===== config.mk =====
export PLATFORM = sky130hd
export DESIGN_NAME = spi_master
export DESIGN_NICKNAME = d
export VERILOG_FILES = /design/src/rtl/spi_master_pkg.sv /design/src/rtl/spi_sclk_div.sv /design/src/rtl/spi_master.sv
export SDC_FILE = /design/constraint.sdc
export NUM_CORES = 1
export LEC_CHECK = 0
export CORE_MARGIN = 2
export CORE_UTILIZATION = 52
export DETAILED_ROUTE_END_ITERATION = 8
export PLACE_DENSITY = 0.87
export SLEW_MARGIN = 20
export SYNTH_ARGS = -nofsm -noshare
export SYNTH_HDL_FRONTEND = slang
export SYNTH_SLANG_ARGS = --single-unit

===== constraint.sdc =====
create_clock -name clk -period 2 [get_ports clk]
set_input_delay 0.4 -clock clk [delete_from_list [all_inputs] [get_ports clk]]
set_output_delay 0.4 -clock clk [all_outputs]
set_load 0.02 [all_outputs]

===== src/rtl/spi_master_pkg.sv =====
// Shared definitions for the SPI master: FSM states, SPI mode constants and byte width.
package spi_master_pkg;

  localparam int   BYTE_W = 8;
  localparam logic CPOL   = 1'b0;  // sclk idles low
  localparam logic CPHA   = 1'b0;  // sample on the leading (rising) edge

  typedef enum logic [2:0] {
    ST_IDLE    = 3'd0,
    ST_LOAD    = 3'd1,
    ST_SCLK_LO = 3'd2,
    ST_SCLK_HI = 3'd3,
    ST_HOLD    = 3'd4,
    ST_GAP     = 3'd5
  } state_t;

  function automatic logic [3:0] clamp_count(input logic [3:0] n, input int max_bytes);
    if (int'(n) > max_bytes) return 4'(max_bytes);
    return n;
  endfunction

endpackage


===== src/rtl/spi_sclk_div.sv =====
// Half-period counter: phase_end pulses on the CLK_DIV-th enabled cycle of each phase.
module spi_sclk_div #(
  parameter int CLK_DIV = 4
) (
  input  logic clk,
  input  logic rst_b,
  input  logic en,
  output logic phase_end
);

  localparam int DW = $clog2(CLK_DIV) + 1;

  logic [DW-1:0] div_cnt;

  assign phase_end = en && (div_cnt == DW'(CLK_DIV - 1));

  // Dropping enable clears the count so every phase starts from zero.
  always_ff @(posedge clk or negedge rst_b) begin
    if (!rst_b) begin
      div_cnt <= '0;
    end else if (!en || phase_end) begin
      div_cnt <= '0;
    end else begin
      div_cnt <= div_cnt + DW'(1);
    end
  end

endmodule


===== src/rtl/spi_master.sv =====
// SPI master, mode 0, MSB first: one cs_b-framed transaction of 1..MAX_BYTES bytes.
// tx handshake: a byte transfers on any rising clk edge with tx_valid && tx_ready;
// tx_ready depends only on state (high in LOAD), never on tx_valid.
module spi_master
  import spi_master_pkg::*;
#(
  parameter int CLK_DIV   = 4,
  parameter int MAX_BYTES = 8
) (
  input  logic              clk,
  input  logic              rst_b,
  input  logic              start,
  input  logic [3:0]        nbytes,
  input  logic [BYTE_W-1:0] tx_data,
  input  logic              tx_valid,
  output logic              tx_ready,
  output logic [BYTE_W-1:0] rx_data,
  output logic              rx_valid,
  output logic              busy,
  output logic              done,
  output logic              cs_b,
  output logic              sclk,
  output logic              mosi,
  input  logic              miso,
  output logic [2:0]        state_dbg
);

  state_t            state;
  logic [BYTE_W-2:0] shift_tx;  // bits still to send after the one on mosi
  logic [BYTE_W-1:0] shift_rx;
  logic [2:0]        bit_cnt;
  logic [3:0]        byte_cnt;
  logic [3:0]        nbytes_lat;
  logic              div_en;
  logic              phase_end;

  assign div_en    = state inside {ST_SCLK_LO, ST_SCLK_HI, ST_HOLD, ST_GAP};
  assign tx_ready  = (state == ST_LOAD);
  assign state_dbg = state;

  spi_sclk_div #(.CLK_DIV(CLK_DIV)) u_div (
    .clk       (clk),
    .rst_b     (rst_b),
    .en        (div_en),
    .phase_end (phase_end)
  );

  always_ff @(posedge clk or negedge rst_b) begin
    if (!rst_b) begin
      state      <= ST_IDLE;
      cs_b       <= 1'b1;
      sclk       <= CPOL;
      mosi       <= 1'b0;
      rx_valid   <= 1'b0;
      rx_data    <= '0;
      done       <= 1'b0;
      busy       <= 1'b0;
      shift_tx   <= '0;
      shift_rx   <= '0;
      bit_cnt    <= '0;
      byte_cnt   <= '0;
      nbytes_lat <= '0;
    end else begin
      rx_valid <= 1'b0;
      done     <= 1'b0;
      case (state)
        ST_IDLE: begin
          if (start && nbytes != 4'd0) begin
            nbytes_lat <= clamp_count(nbytes, MAX_BYTES);
            byte_cnt   <= '0;
            cs_b       <= 1'b0;
            busy       <= 1'b1;
            state      <= ST_LOAD;
          end
        end
        ST_LOAD: begin
          sclk <= CPOL;
          if (tx_valid) begin
            mosi     <= tx_data[BYTE_W-1];
            shift_tx <= tx_data[BYTE_W-2:0];
            bit_cnt  <= '0;
            state    <= ST_SCLK_LO;
          end
        end
        ST_SCLK_LO: begin
          if (phase_end) begin
            sclk <= ~CPOL;
            if (!CPHA) shift_rx <= {shift_rx[BYTE_W-2:0], miso};
            state <= ST_SCLK_HI;
          end
        end
        ST_SCLK_HI: begin
          if (phase_end) begin
            sclk <= CPOL;
            if (bit_cnt != 3'(BYTE_W - 1)) begin
              mosi     <= shift_tx[BYTE_W-2];
              shift_tx <= {shift_tx[BYTE_W-3:0], 1'b0};
              bit_cnt  <= bit_cnt + 3'd1;
              state    <= ST_SCLK_LO;
            end else begin
              rx_data  <= shift_rx;
              rx_valid <= 1'b1;
              byte_cnt <= byte_cnt + 4'd1;
              state    <= (byte_cnt + 4'd1 >= nbytes_lat) ? ST_HOLD : ST_LOAD;
            end
          end
        end
        ST_HOLD: begin
          if (phase_end) begin
            cs_b  <= 1'b1;
            done  <= 1'b1;
            state <= ST_GAP;
          end
        end
        ST_GAP: begin
          if (phase_end) begin
            busy  <= 1'b0;
            state <= ST_IDLE;
          end
        end
        default: state <= ST_IDLE;
      endcase
    end
  end

endmodule


Word-level counts from Yosys, hierarchy flattened
Cells that the tools add are included.

word-level totals
  input bits = 17
  flip-flop bits (word level) = 46
  word-level logic and storage cells = 99

cells by class
  muxes and demuxes = 43
  magnitude comparators = 2
  reductions and logical operators = 21
  bitwise logic cells = 1
  $add $sub $neg = 3
  eq/ne operators = 15

operator list
  operator               count
  $mux W3                12
  $mux W7                3
  $mux W4                5
  $pmux W3 S6            1
  $mux W1                15
  $pmux W7 S2            1
  $reduce_and A3 Y1      4
  $ne A2 B1 Y1 const B   5
  $eq A3 B2 Y1 const B   3
  $pmux W4 S2            1
  $reduce_and A4 Y1      2
  $reduce_bool A2 Y1     4
  $reduce_bool A4 Y1     2
  $add A3 B1 Y3 const B  2
  $eq A3 B3 Y1 const B   2
  $ne A2 B2 Y1 const B   3
  $pmux W1 S2            3
  $pmux W3 S2            1
  $reduce_and A6 Y1      1
  $add A4 B1 Y4 const B  1
  $ge A4 B4 Y1           1
  $gt A4 B4 Y1 const B   1
  $reduce_and A2 Y1      2
  $eq A3 B1 Y1 const B   1
  8 further kinds        9

Logic depth before layout (Yosys ltp)
  word-level depth = 6
  mapped depth = 8
  depth with buffers taken out = 7

Modules after synthesis
A second synthesis with hierarchy kept.

second synthesis, totals
  cell total of the unflattened synthesis = 204
  area total of the unflattened synthesis = 2182.1 µm²

modules (own cells, without submodules)
  module        area an instance (µm²)  cells each  instances
  spi_master    2047.0                  194         1
  spi_sclk_div  135.1                   10          1

Worst setup path after synthesis
OpenSTA, ideal clock, no wires.

  kind = register -> register
  from = register u_div.div_cnt[0]
  to = register byte_cnt[2]
  arrival = 1.700 ns
  buffers on the path = 2
  setup time = 0.126 ns
  slack = 0.174 ns
  stages on the path, launching flop included = 8
  cell sequence = dfrtp_1 -> ha_1 -> ha_1 -> inv_2 -> or3_4 -> buf_6 -> buf_8 -> a311o_1

on the way
  longest elaborated chain between the ends = 4

ends and longest elaborated chain
  what                                RTL line            source
  from (decl)                         spi_sclk_div.sv:13  logic [DW-1:0] div_cnt;
  from (signal assigned)              spi_sclk_div.sv:24  div_cnt <= div_cnt + DW'(1);
  $eq A3 B2 Y1                        spi_sclk_div.sv:15  assign phase_end = en && (div_cnt == DW'(CLK_DIV - 1));
  $logic_and A1 B1 Y1                 spi_sclk_div.sv:15
  $ne A2 B1 Y1 (no source line)       --
  $reduce_and A4 Y1 (no source line)  --
  to (signal assigned)                spi_master.sv:103   byte_cnt <= byte_cnt + 4'd1;
  to (decl)                           spi_master.sv:32    logic [3:0] byte_cnt;

No other way between the ends.
A chain may end at the register's enable or synchronous reset.

Worst setup path after layout
  from = register state[2] (netlist: state_dbg[2])
  to = output state_dbg[2]

RTL lines
  what                    RTL line           source
  from (decl)             spi_master.sv:28   state_t state;
  from (signal assigned)  spi_master.sv:104  state <= (byte_cnt + 4'd1 >= nbytes_lat) ? ST_HOLD : ST_LOAD;
  to (decl)               spi_master.sv:25   output logic [2:0] state_dbg

No word-level cell between the ends.

==> impl_metrics.env <==
export IMPL_post_route_period_util=0.9495
export IMPL_cts_setup_buffers=0
export IMPL_fin_hold_ws_ns=-0.008442
export IMPL_syn_to_final_growth_pct=24.16
export IMPL_combinationalPowerShare=0.349
export IMPL_yosysMostFrequentCell="sky130_fd_sc_hd__dfrtp_1"
export IMPL_synth_top_area_share=0.5291
export IMPL_cp_startpoint="state_dbg[2]"
export IMPL_critical_path_peak_fanout=7
export IMPL_async_flop_share=1.000
export IMPL_critical_path_startpoint_category="flop"
export IMPL_crit_type="reg -> out"
export IMPL_switchingPower_mw=0.9455
export IMPL_portBuffers=34
export IMPL_post_synth_top_area_cell="sky130_fd_sc_hd__dfrtp_1"
export IMPL_die_h_um=67.98
export IMPL_cts_clk_slew_worst_paths_ns=0.09
export IMPL_number_of_antenna_violations_at_the_first_check_in_global_routing=0
export IMPL_synth_warnings=0
export IMPL_cp_required_ns=1.60
export IMPL_drt_drc_violations_left=0
export IMPL_synthCells=193
export IMPL_place_hpwl_um=2974
export IMPL_floorplan_io_pins=35
export IMPL_ctsHoldBuffers=0
export IMPL_dp_slack_ns=-0.04670
export IMPL_die_area_mm2=0.004621
export IMPL_routed_wirelength_normalized_by_instance_count_um=13.74
export IMPL_worst_clock_skew_ns=0.009058
export IMPL_row_count=23
export IMPL_worst_slew_pin_transition_ns=0.4122
export IMPL_gr_usage_all_layers=0.2023
export IMPL_worst_path_max_delay_cell="sky130_fd_sc_hd__clkdlybuf4s50_1"
export IMPL_seqCellArea_mm2=0.001154
export IMPL_placeableCoreArea_mm2=0.003971
export IMPL_yosys_cell_types_count=42
export IMPL_r2r_setup_slack_ns=0.10
export IMPL_leakage_nw=1.245
export IMPL_initial_core_util=0.5359
export IMPL_synth_avg_cell_area_um2=11.03
export IMPL_share_seq_of_total_power=0.459
export IMPL_avgViaCountPerCell=5.306
export IMPL_final_critical_path_setup_slack_ns=0.1010
export IMPL_clk_insertion_delay_late_ns=0.30
export IMPL_max_stage_delay_ns=0.60
export IMPL_tns_ns=0
export IMPL_synth_seq_cells=46
export IMPL_grt_pass1_vias=1527
export IMPL_design_final_nets=264
export IMPL_mappedNetlistNets=219
export IMPL_cts_buffers_inserted=5
export IMPL_cap_violations=0
export IMPL_slew_headroom=0.7216
export IMPL_timing_hold_violations_final=7
export IMPL_violations_in_the_final_reports="negative hold slack"
export IMPL_clockBufferDepth=2
export IMPL_reg2reg_to="byte_cnt[3]"
export IMPL_crit_reg2reg_launch="u_div.div_cnt[0]"
export IMPL_clock_tree_root_cell="sky130_fd_sc_hd__clkbuf_8"
export IMPL_switching_share=0.3347
export IMPL_power_density_mw_per_mm2=1069
export IMPL_h_tree_lvl_count=2
export IMPL_rsz0062_at_grt="no"
export IMPL_cp_end_kind="primary output"
export IMPL_antenna_cells_inserted=0
export IMPL_vdd_ir_drop_worst_mv=0.6873
export IMPL_commonest_register_cell_after_synthesis="sky130_fd_sc_hd__dfrtp_1"
export IMPL_clock_tree_from_tritoncts="done"
export IMPL_globalplace_congestion=0.8489
export IMPL_ys_top_cells_by_area="sky130_fd_sc_hd__dfrtp_1 53%, sky130_fd_sc_hd__mux2_2 7.4%, sky130_fd_sc_hd__ha_1 5.3%"
export IMPL_setup_viol=0
export IMPL_footprint_of_the_multi_input_gates_um2=880.8
export IMPL_data_arrival_critical_path_ns=1.50
export IMPL_first_pass_grt_wire_length_um=6913
export IMPL_clkSinkCount=46
export IMPL_fraction_of_final_layout_cells_with_drive_strength_greater_than_1=0.1891
export IMPL_netlist_area_mm2=0.002128
export IMPL_final_min_clock_period_ns=1.899
export IMPL_worstRegToRegCells=6
export IMPL_num_fill_cells=316
export IMPL_outcome="finished, violations left"
export IMPL_wl_um=3958
export IMPL_gr_total_overflow=0
export IMPL_number_of_optimization_iterations_in_the_first_detailed_route_pass=4
export IMPL_synth_yosys_seq_area_share=0.5414
export IMPL_number_of_enable_flip_flop_cells_after_synthesis=0
export IMPL_drt_antenna_violating_nets=0
export IMPL_synth_cells_most_frequent="45 x sky130_fd_sc_hd__dfrtp_1, 21 x sky130_fd_sc_hd__nand2_1, 16 x sky130_fd_sc_hd__nor2_1"
export IMPL_vias=1528
export IMPL_worstHoldPathType="in -> async"
export IMPL_total_power_consumption_mw=2.824
export IMPL_final_max_slew_viol_count=0
export IMPL_power_internal_mw=1.879
export IMPL_timing_critical_path_cells="buf_4 -> clkdlybuf4s50_1"
export IMPL_critPathCapture="state_dbg[2]"
export IMPL_grt_start_max_net_pins=23
export IMPL_drt_iter0_markers=96
export IMPL_die_width_um=67.98
export IMPL_clock_fmax_mhz=526.6
export IMPL_part_of_the_power_in_the_clock_network=0.192
[power groups by stage]
stage          logic (mW)  registers (mW)  clock network, mW
2_1_floorplan       0.620            1.33                  0
3_3_place_gp        0.928            1.31                  0
3_5_place_dp        0.989            1.32                  0
4_1_cts              1.00            1.30              0.556
5_1_grt              1.12            1.33              0.589
6_report            0.984            1.30              0.542
[how the worst min path moves through the flow]
| stage | to | slack (ns) | cells after the start |
|---|---|---|---|
| final | nbytes_lat[2] | -0.008 | 1 |
| after global routing | nbytes_lat[0] | 0.01 | 1 |
| after CTS | nbytes_lat[2] | 0.002 | 1 |
| after detailed placement | nbytes_lat[2] | 0.33 | 1 |
| after global placement | nbytes_lat[2] | 0.33 | 1 |
| after floorplan | bit_cnt[0] | 0.10 | 0 |
[final cells by class]
| class | instances | area share |
|---|---|---|
| Sequential cell | 46 | 0.4366 |
| Clock buffer | 6 | 0.02746 |
| Inverter | 11 | 0.01563 |
| Tap cell | 50 | 0.02367 |
| Timing Repair Buffer | 46 | 0.1605 |
| Multi-Input combinational cell | 128 | 0.3333 |
| Clock inverter | 1 | 0.002841 |
[repair_timing]
item                                    in CTS  in global routing
endpoints found under the setup margin       1                  1
gates resized for setup                      1                  1
pin swaps                                    0                  0
[cells by family after synthesis]
group | after synthesis | share of synthesized area
compound gates | 33 | 0.1035
xor+xnor | 2 | 0.008232
flops | 46 | 0.5414
simple gates | 66 | 0.1493
buf+inv | 19 | 0.04467
fa+ha+maj | 9 | 0.05291
mux | 18 | 0.09994
[through the flow]
stage / util / cells / area [µm²]
2_1_floorplan: - / 193 / 2128
3_3_place_gp: 0.6452 / 281 / 2562
3_5_place_dp: 0.6452 / 281 / 2562
4_1_cts: 0.6651 / 288 / 2641
5_1_grt: 0.6654 / 288 / 2643
6_report: 0.6654 / 288 / 2643
[placed cells by master, fill, tap and decap left out, drive strengths merged]
| cell type | instances |
|---|---|
| or3 | 1 |
| nor3b | 2 |
| mux2 | 17 |
| a31oi | 7 |
| a2111o | 1 |
| nor3 | 6 |
| nor2 | 17 |
| clkdlybuf4s50 | 32 |
| dlygate4sd2 | 1 |
| ha | 9 |
| a311o | 1 |
| dfrtp | 45 |
| xnor2 | 1 |
| buf | 13 |
| a21oi | 4 |
| xor2 | 1 |
| or2 | 1 |
| inv | 11 |
| dfstp | 1 |
| a21o | 3 |
| a22o | 1 |
| o21ai | 10 |
| clkinvlp | 1 |
| o41a | 1 |
| a311oi | 1 |
| clkbuf | 6 |
| a221oi | 1 |
| nand2 | 21 |
| and3 | 1 |
| mux2i | 1 |
| nand3 | 6 |
| o22ai | 1 |
| and2 | 1 |
| o2bb2ai | 1 |
| nand2b | 9 |
| o41ai | 1 |
| nand3b | 1 |
[worst max-delay path, delay by kind of cell, from the launching register on]
family                 cells  cell delay (ns)
buffers and inverters      2             0.76
DFF                        1             0.44
[flip-flops by register name (all words and copies together), names as in the netlist, 3 cells and up]
name and flops:
rx_data 8, shift_rx 8, shift_tx 7, byte_cnt 4, nbytes_lat 4, bit_cnt 3
state_dbg 3, u_div.div_cnt 3
[routing by layer]
layer,vias up,global-route usage,part of all wire
met2,35,0.3447,0.51
met1,732,0.2595,0.44
li1,754,-,-
met5,-,0,0
met4,0,0.05000,0.013
met3,7,0.04934,0.037
Note: power is estimated with default switching activity, not from simulation.
